File: config.mk
export PLATFORM = sky130hd
export DESIGN_NAME = gactx_dir_reader
export DESIGN_NICKNAME = d
export VERILOG_FILES = /design/src/rtl/gactx_dir_reader.sv
export SDC_FILE = /design/constraint.sdc
export NUM_CORES = 1
export LEC_CHECK = 0
export BUFFER_PORTS_ARGS = -buffer_cell sky130_fd_sc_hd__buf_2
export CAP_MARGIN = 20
export CORE_MARGIN = 10
export CORE_UTILIZATION = 63
export DETAILED_ROUTE_END_ITERATION = 10
export GPL_TIMING_DRIVEN = 0
export PLACE_DENSITY = 0.94
export SLEW_MARGIN = 20
export SYNTH_ARGS = -nofsm -noshare
export SYNTH_HDL_FRONTEND = slang
export SYNTH_SLANG_ARGS = --single-unit
export TNS_END_PERCENT = 30
File: constraint.sdc
create_clock -name clk -period 6.1 [get_ports clk]
set_clock_uncertainty 0.1 [all_clocks]
set_input_delay 0.915 -clock clk [delete_from_list [all_inputs] [get_ports clk]]
set_output_delay 0.915 -clock clk [all_outputs]
set_load 0.05 [all_outputs]
File: src/rtl/gactx_dir_reader.sv
// gactx_dir_reader: streams packed 2-bit traceback directions out of the dir
// BRAM and run-length encodes them into (op, len, last) records.
// Ports:
//   clk, rst            - clock, synchronous active-high reset
//   start, clear_done   - launch a tile (IDLE only), return DONE -> IDLE
//   num_tb_steps        - directions to read, latched on start
//   dir_total_count     - valid words in the dir BRAM, latched on start
//   dir_rd_addr         - BRAM read address (data returns one cycle later)
//   dir_data_out        - BRAM read data, NUM_DIR_BLOCK 2-bit lanes
//   out_valid/out_ready - record handshake; out_op/out_len/out_last payload
//   busy, done, overrun - status; overrun = ran out of stored words
module gactx_dir_reader #(
    parameter int unsigned LOG_MAX_TILE_SIZE   = 11,
    parameter int unsigned NUM_DIR_BLOCK       = 32,
    parameter int unsigned DIR_BRAM_ADDR_WIDTH = 14
) (
    input  logic                           clk,
    input  logic                           rst,
    input  logic                           start,
    input  logic [2*LOG_MAX_TILE_SIZE-1:0] num_tb_steps,
    input  logic [DIR_BRAM_ADDR_WIDTH-1:0] dir_total_count,
    output logic [DIR_BRAM_ADDR_WIDTH-1:0] dir_rd_addr,
    input  logic [2*NUM_DIR_BLOCK-1:0]     dir_data_out,
    output logic                           out_valid,
    input  logic                           out_ready,
    output logic [1:0]                     out_op,
    output logic [2*LOG_MAX_TILE_SIZE-1:0] out_len,
    output logic                           out_last,
    output logic                           busy,
    output logic                           done,
    output logic                           overrun,
    input  logic                           clear_done
);

    localparam int unsigned STEP_W = 2 * LOG_MAX_TILE_SIZE;
    localparam int unsigned WORD_W = 2 * NUM_DIR_BLOCK;
    localparam int unsigned AW     = DIR_BRAM_ADDR_WIDTH;
    localparam int unsigned AW1    = AW + 1;
    localparam int unsigned LANE_W = (NUM_DIR_BLOCK > 1) ? $clog2(NUM_DIR_BLOCK) : 1;
    localparam logic [LANE_W-1:0] LANE_LAST = LANE_W'(NUM_DIR_BLOCK - 1);

    localparam logic [2:0] S_IDLE   = 3'd0;
    localparam logic [2:0] S_FETCH  = 3'd1;
    localparam logic [2:0] S_WAIT   = 3'd2;
    localparam logic [2:0] S_UNPACK = 3'd3;
    localparam logic [2:0] S_EMIT   = 3'd4;
    localparam logic [2:0] S_DONE   = 3'd5;

    logic [2:0]        state_q,    state_d;
    logic [2:0]        ret_q,      ret_d;
    logic              pend_q,     pend_d;
    logic [STEP_W-1:0] steps_q,    steps_d;
    logic [AW-1:0]     total_q,    total_d;
    logic [AW-1:0]     word_q,     word_d;
    logic [LANE_W-1:0] lane_q,     lane_d;
    logic [STEP_W-1:0] step_q,     step_d;
    logic [1:0]        run_op_q,   run_op_d;
    logic [STEP_W-1:0] run_len_q,  run_len_d;
    logic [WORD_W-1:0] word_buf_q, word_buf_d;

    logic [AW-1:0]     dir_rd_addr_d;
    logic              out_valid_d, out_last_d, busy_d, done_d, overrun_d;
    logic [1:0]        out_op_d;
    logic [STEP_W-1:0] out_len_d;

    logic [WORD_W-1:0] lane_word;
    logic [1:0]        lane_op;
    logic [STEP_W-1:0] step_inc;
    logic [AW1-1:0]    word_inc;
    logic              last_step, lane_end, out_of_words, stop_now, extend;
    logic [2:0]        cont_state;

    // State and datapath registers
    always_ff @(posedge clk) begin
        if (rst) begin
            state_q     <= S_IDLE;
            ret_q       <= S_IDLE;
            pend_q      <= 1'b0;
            steps_q     <= '0;
            total_q     <= '0;
            word_q      <= '0;
            lane_q      <= '0;
            step_q      <= '0;
            run_op_q    <= '0;
            run_len_q   <= '0;
            word_buf_q  <= '0;
            dir_rd_addr <= '0;
            out_valid   <= 1'b0;
            out_op      <= '0;
            out_len     <= '0;
            out_last    <= 1'b0;
            busy        <= 1'b0;
            done        <= 1'b0;
            overrun     <= 1'b0;
        end else begin
            state_q     <= state_d;
            ret_q       <= ret_d;
            pend_q      <= pend_d;
            steps_q     <= steps_d;
            total_q     <= total_d;
            word_q      <= word_d;
            lane_q      <= lane_d;
            step_q      <= step_d;
            run_op_q    <= run_op_d;
            run_len_q   <= run_len_d;
            word_buf_q  <= word_buf_d;
            dir_rd_addr <= dir_rd_addr_d;
            out_valid   <= out_valid_d;
            out_op      <= out_op_d;
            out_len     <= out_len_d;
            out_last    <= out_last_d;
            busy        <= busy_d;
            done        <= done_d;
            overrun     <= overrun_d;
        end
    end

    // Next-state, run accumulation and record formation
    always_comb begin
        state_d    = state_q;
        ret_d      = ret_q;
        pend_d     = pend_q;
        steps_d    = steps_q;
        total_d    = total_q;
        word_d     = word_q;
        lane_d     = lane_q;
        step_d     = step_q;
        run_op_d   = run_op_q;
        run_len_d  = run_len_q;
        word_buf_d = word_buf_q;
        out_op_d   = out_op;
        out_len_d  = out_len;
        out_last_d = out_last;
        overrun_d  = overrun;

        lane_word    = word_buf_q >> {lane_q, 1'b0};
        lane_op      = lane_word[1:0];
        step_inc     = step_q + STEP_W'(1);
        last_step    = (step_inc == steps_q);
        lane_end     = (lane_q == LANE_LAST);
        word_inc     = {1'b0, word_q} + AW1'(1);
        // Finishing the last stored word with steps still owed is an overrun
        out_of_words = lane_end && (word_inc == {1'b0, total_q});
        stop_now     = last_step || out_of_words;
        extend       = (run_len_q == '0) || (lane_op == run_op_q);
        cont_state   = lane_end ? S_FETCH : S_UNPACK;

        case (state_q)
            S_IDLE: begin
                if (start) begin
                    steps_d   = num_tb_steps;
                    total_d   = dir_total_count;
                    word_d    = '0;
                    lane_d    = '0;
                    step_d    = '0;
                    run_op_d  = '0;
                    run_len_d = '0;
                    pend_d    = 1'b0;
                    overrun_d = 1'b0;
                    if (num_tb_steps == '0) begin
                        state_d = S_DONE;
                    end else if (dir_total_count == '0) begin
                        // Nothing stored at all: no record, just flag it
                        overrun_d = 1'b1;
                        state_d   = S_DONE;
                    end else begin
                        state_d = S_FETCH;
                    end
                end
            end
            S_FETCH: state_d = S_WAIT;
            S_WAIT: begin
                word_buf_d = dir_data_out;
                state_d    = S_UNPACK;
            end
            S_UNPACK: begin
                step_d    = step_inc;
                run_op_d  = lane_op;
                run_len_d = extend ? run_len_q + STEP_W'(1) : STEP_W'(1);
                if (!last_step && out_of_words) overrun_d = 1'b1;
                if (lane_end) begin
                    lane_d = '0;
                    if (!stop_now) word_d = word_q + AW'(1);
                end else begin
                    lane_d = lane_q + LANE_W'(1);
                end
                if (!extend) begin
                    // Emit the finished run; if this lane also ends the tile,
                    // its fresh length-1 run follows as the final record
                    out_op_d   = run_op_q;
                    out_len_d  = run_len_q;
                    out_last_d = 1'b0;
                    pend_d     = stop_now;
                    ret_d      = cont_state;
                    state_d    = S_EMIT;
                end else if (stop_now) begin
                    out_op_d   = lane_op;
                    out_len_d  = run_len_d;
                    out_last_d = 1'b1;
                    state_d    = S_EMIT;
                end else begin
                    state_d = cont_state;
                end
            end
            S_EMIT: begin
                if (out_ready) begin
                    if (out_last) begin
                        state_d = S_DONE;
                    end else if (pend_q) begin
                        out_op_d   = run_op_q;
                        out_len_d  = run_len_q;
                        out_last_d = 1'b1;
                        pend_d     = 1'b0;
                    end else begin
                        state_d = ret_q;
                    end
                end
            end
            S_DONE: begin
                if (clear_done) state_d = S_IDLE;
            end
            default: state_d = S_IDLE;
        endcase

        dir_rd_addr_d = word_d;
        out_valid_d   = (state_d == S_EMIT);
        busy_d        = (state_d != S_IDLE);
        done_d        = (state_d == S_DONE);
    end

endmodule

---- Word-level counts from Yosys, hierarchy flattened ----
Index checks and enable logic that the tools add are counted.
storage, ports and cells
  register bits ........................... 201
  input bits .............................. 105
  output and inout bits ................... 43
  word-level logic and storage cells ...... 118
operators by class
  add/sub/neg operators ................... 5
  equal/unequal tests ..................... 20
  shift operators ......................... 1
  mux-type cells .......................... 52
  bitwise gates (word level) .............. 1
  reduce and logical (&&, ||, !) cells .... 21
operators with widths
  cell                                           count
  2-to-1 mux 22 bit                              7
  case mux 22 bit (2 select lines)               3
  right shift 64 x 6 -> 2 bit                    1
  adder 22 x 1 -> 22 bit, second input constant  2
  logical NOT 22 bit                             2
  2-to-1 mux 14 bit                              3
  case mux 14 bit (2 select lines)               1
  2-to-1 mux 3 bit                               9
  == test 22 bit                                 1
  case mux 3 bit (6 select lines)                1
  != test 2 bit, second input constant           8
  adder 14 x 1 -> 15 bit, second input constant  1
  == test 15 x 14 -> 1 bit                       1
  adder 14 x 1 -> 14 bit, second input constant  1
  logical NOT 14 bit                             1
  2-to-1 mux 2 bit                               7
  2-to-1 mux 1 bit                               13
  == test 3 bit, second input constant           4
  2-to-1 mux 5 bit                               2
  case mux 5 bit (2 select lines)                1
  AND reduction 5 bit                            2
  case mux 2 bit (2 select lines)                2
  == test 3 x 2 -> 1 bit, second input constant  2
  AND reduction 2 bit                            3
  other kinds (16)                               22

---- Logic depth before layout (Yosys ltp) ----
  depth after elaboration ................. 8
  mapped depth ............................ 15
  depth with buffers taken out ............ 12

---- Worst setup path before layout ----
Ideal clock, no wire load.
  kind .................................... reg2reg
  start ................................... reg word_q[0]
  end ..................................... reg out_len[17]
  setup time .............................. 124 ps
  arrival time ............................ 3,322 ps
  required time ........................... 5,876 ps
  path slack .............................. 2,554 ps
  stages on the path, launching flop included .. 14
  path buffers ............................ 3
  clock period less this slack ............ 3,546 ps
  cells stage by stage .................... dfxtp_1 -> ha_1 -> and4_1 -> buf_2 -> a31oi_1 -> nor4b_1 -> o21ai_0 -> a2111oi_1 -> a31oi_4 -> nor2_8 -> or2_1 -> buf_4 -> buf_6 -> a21oi_1
on the way
  cells in the longest elaborated chain, start to end .. 6
ends and longest elaborated chain
  what                                  RTL line  text
  start, declared                       54        logic [AW-1:0] word_q, word_d;
  start signal, assigned                101       word_q <= word_d;
  adder 14 x 1 -> 15 bit                141       word_inc = {1'b0, word_q} + AW1'(1);
  == test 15 x 14 -> 1 bit              143       out_of_words = lane_end && (word_inc == {1'b0, total_q});
  logical AND 1 bit                     143
  logical OR 1 bit                      144       stop_now = last_step || out_of_words;
  != test 3 bit (no source line)        --
  AND reduction 5 bit (no source line)  --
  end signal, assigned                  110       out_len <= out_len_d;
  end, declared                         27        output logic [2*LOG_MAX_TILE_SIZE-1:0] out_len,
Every way passes these cells.
A chain may end at the register's enable or synchronous reset.

---- Worst setup path after layout ----
  start ................................... reg step_q[0]
  end ..................................... reg word_q[9]
on the way
  cells in the longest elaborated chain, start to end .. 5
ends and longest elaborated chain
  what                                  RTL line  text
  start, declared                       56        logic [STEP_W-1:0] step_q, step_d;
  start signal, assigned                103       step_q <= step_d;
  adder 22 x 1 -> 22 bit                138       step_inc = step_q + STEP_W'(1);
  == test 22 bit                        139       last_step = (step_inc == steps_q);
  logical OR 1 bit                      144
  != test 2 bit (no source line)        --
  AND reduction 4 bit (no source line)  --
Every way passes these cells.

==> impl_metrics.toml <==
[status]
status = "finished, final reports clean"

[drt]
wl_met3_mm = 3.667
drc = 0
vias = 11414
highest_layer = "met4"
avgViaCountPerCell = 6.394
wl_mm = 33.04
drtAntennaViolNets = 0
dr.pass1.iters = 6
wl_met1_mm = 13.10
routedWlPerCell_microns = 18.51
drt_iter0_drc = 1566
routed-wl-met2_mm = 15.20

[placement]
dp_worst_setup_slack_ns = 2.170
dp.cells = 1755
port_buffers = 147
postPlaceCellArea_sq_um = 11700
place_hpwl_mm = 23.70
routabilityCongestion = 1.015

[cts]
htreeDepth = 4
cts_tree = "yes"
postCtsSetupBuffers = 0
cts_hold_buffers = 0
cts.clk_slew.worst_paths_ns = 0.07
clkSinkCount = 200
clk_latency_ns = 0.45
clock-root-buffer = "clkbuf_16"
numCtsBuffers = 17
cts_buffer_depth = 2
postCtsResizedCells = 0

[synthesis]
postSynthCellCount = 1388
yosys-top-cells-area = "dfxtp_1 (37%), nand2_1 (9.6%), a21oi_1 (7.3%)"
synth.distinct_cells = 66
synthXorXnorAreaFrac = 0.04916
synth_common_cells = "nand2_1 (274), dfxtp_1 (200), a21oi_1 (155), nor2_1 (81), clkbuf_1 (75)"
ys_warn_count = 0
async_flop_share = 0
synth_flop_cell = "dfxtp_1"
synth_compound_area_frac = 0.2344
netlist.area_leader.share = 0.3745
synth_top_family_by_area = "simple AND/OR/NAND/NOR gates"
synth.most_common_cell = "nand2_1"
synth.mux.area_fraction = 0.03207
synth_nets = 1500
ys_ff_latch = 200
synth_top_area_cell = "dfxtp_1"
synth_edf_count = 0
synth_fa_ha_area_frac = 0.008193
synthesis.area_sq_um = 10690
ys_seq_area_frac = 0.3745
syn_avg_cell_area_sq_um = 7.702
synth-simple-area-share = 0.2525

[cells_and_area]
fin_nets = 1666
fill_cells = 1307
syn_to_final_growth_pct = 15.12
drive_gt1_frac = 0.1450
n_antenna_cell = 0
final_cell_area_sq_um = 12310
fin_cells = 1785

[pwr]
power_density_nw_per_um2 = 262.6
power.leakage_nw = 4.714
peakVddDrop_mv = 0.2499

[floorplanning]
io_pins = 148
die-area_sq_um = 22580
core_area_sq_um = 16580
die_x_microns = 150.3
fp.dieH_microns = 150.3
rows = 47
start_util = 0.6446

[grt]
antenna_found_initial = 0
grt_usage = 0.2805
grt_pass1_wl_mm = 52.32
grt_max_degree = 18
overflow = 0
first_global_vias = 10819

[worst_setup_path]
worstRegToRegCells = 10
cp-start-kind = "flop"
reg2reg_slack_ns = 1.86
worstSetupEndpointType = "flop"
r2r_end = "word_q[9]$_SDFFE_PP0P_"
cp.required_ns = 6.35
r2r_start = "step_q[0]$_SDFFE_PP0P_"
cp.arrival_ns = 4.49
critPathKind = "flop to flop"
path_max_fanout = 9

[hold_path]
hold_class = "flop to flop"
min_to = "word_buf_q[12]$_SDFFE_PP0P_"
hold_path_depth = 2
hold_start = "word_buf_q[12]$_SDFFE_PP0P_"

[timing]
finalCritPeriodShare = 0.6952
finalSetupViolations = 0
rsz0062_at_grt = "false"
worst_slack_ns = 1.859
worstMarginPinSlew_ns = 1.038
drv_slew = 0
fmax_mhz = 235.8
layout_min_cycle_time_ns = 4.241
finalHoldViolations = 0
fin_tns_setup_ns = 0
slew_headroom = 0.3013

[flow_run]
cap_viol_max_count = 0
[logic make-up (layout without fill, tap and decap cells)]
group | Yosys count | after routing
multiplexers | 34 | 34
adder cells (fa/ha/maj) | 7 | 7
flip-flops | 200 | 200
buffers and inverters | 127 | 304
XOR/XNOR | 60 | 60
AND/OR/NAND/NOR | 567 | 567
AO/OA/AOI/OAI | 393 | 393
[report_power, final]
part           switching [mW]  internal (mW)  total, mW  leakage (nW)
Clock                   0.526          0.662       1.19         0.290
Combinational           0.417          0.188      0.605          2.80
Sequential             0.0507           1.39       1.44          1.62
[area by class of cell]
| class | instances | area, sq um | area share |
|---|---|---|---|
| tap | 220 | 275.3 | 0.02237 |
| clock inverter | 11 | 162.7 | 0.01322 |
| timing repair buffer | 147 | 735.7 | 0.05978 |
| sequential | 200 | 4004 | 0.3253 |
| buffer | 107 | 450.4 | 0.03660 |
| inverter | 20 | 75.07 | 0.006100 |
| multi-input combinational | 1061 | 6161 | 0.5006 |
| clock buffer | 19 | 442.9 | 0.03599 |
[stage by stage]
stage,hold WS [ns],total power [mW],utilization
floorplan,0.3318,1.855,-
global placement,0.3409,2.026,0.7056
detailed placement,0.3460,2.045,0.7056
CTS,0.3562,3.211,0.7421
global route,0.3758,3.346,0.7421
finish,0.3553,3.232,0.7421
[registers in the layout, summed over array words and instances, names as in the netlist]
| signal | count |
|---|---|
| pend_q | 1 |
| word_q | 14 |
| out_op | 2 |
| word_buf_q | 64 |
| lane_q | 5 |
| overrun | 1 |
| done | 1 |
| ret_q | 2 |
| run_len_q | 22 |
| busy | 1 |
| state_q | 3 |
| step_q | 22 |
| out_last | 1 |
| run_op_q | 2 |
| steps_q | 22 |
| out_len | 22 |
| total_q | 14 |
| out_valid | 1 |
[worst max path at each step]
stage	from	endpoint
global placement	lane_q[1]$_SDFFE_PP0P_	out_len[0]$_SDFFE_PP0P_
CTS	lane_q[1]$_SDFFE_PP0P_	out_len[0]$_SDFFE_PP0P_
finish	step_q[0]$_SDFFE_PP0P_	word_q[9]$_SDFFE_PP0P_
floorplan	word_q[0]$_SDFFE_PP0P_	out_len[17]$_SDFFE_PP0P_
detailed placement	lane_q[1]$_SDFFE_PP0P_	out_len[0]$_SDFFE_PP0P_
global route	step_q[0]$_SDFFE_PP0P_	word_q[9]$_SDFFE_PP0P_
[layer usage]
metal / vias up / track usage
met3: 124 / 0.06933
li1: 5330 / -
met2: 680 / 0.4570
met1: 5280 / 0.3488
met4: 0 / 0.1113
met5: - / 0
[placed cells by master, fill, tap and decap left out, types with 8 or more instances in the layout]
| cell | synthesis | final |
|---|---|---|
| a21oi_1 | 155 | 155 |
| o211ai_1 | 17 | 17 |
| nor2_1 | 81 | 81 |
| o21ai_0 | 50 | 50 |
| nand2_1 | 274 | 274 |
| nor4_1 | 21 | 21 |
| o211a_1 | 12 | 12 |
| a31oi_1 | 37 | 37 |
| clkbuf_1 | 75 | 76 |
| clkbuf_16 | 0 | 17 |
| and2_1 | 8 | 8 |
| nand4_1 | 15 | 15 |
| inv_1 | 20 | 20 |
| o22ai_1 | 8 | 8 |
| nor2b_1 | 15 | 15 |
| dfxtp_1 | 200 | 200 |
| a22oi_1 | 14 | 14 |
| o31ai_1 | 32 | 32 |
| a311oi_1 | 19 | 19 |
| mux2i_1 | 32 | 32 |
| and4_1 | 9 | 9 |
| xnor2_1 | 27 | 27 |
| xor2_1 | 33 | 33 |
| a21oi_2 | 8 | 8 |
| nand3_1 | 41 | 41 |
| and3_1 | 18 | 18 |
| nor3_1 | 36 | 36 |
| buf_2 | 20 | 167 |
| or3_1 | 9 | 9 |
[critical path, stage by stage, from the launching register on]
cell      delay [ns]
dfxtp_1         0.46
ha_1            0.35
nand4_1         0.33
nor4_1          0.74
and3_1          0.28
o22ai_1         0.07
nor4_1          0.74
a32oi_1         0.47
nand3_1         0.22
nand2_1         0.07
a311oi_1        0.30
(Power assumes the default switching activity.)
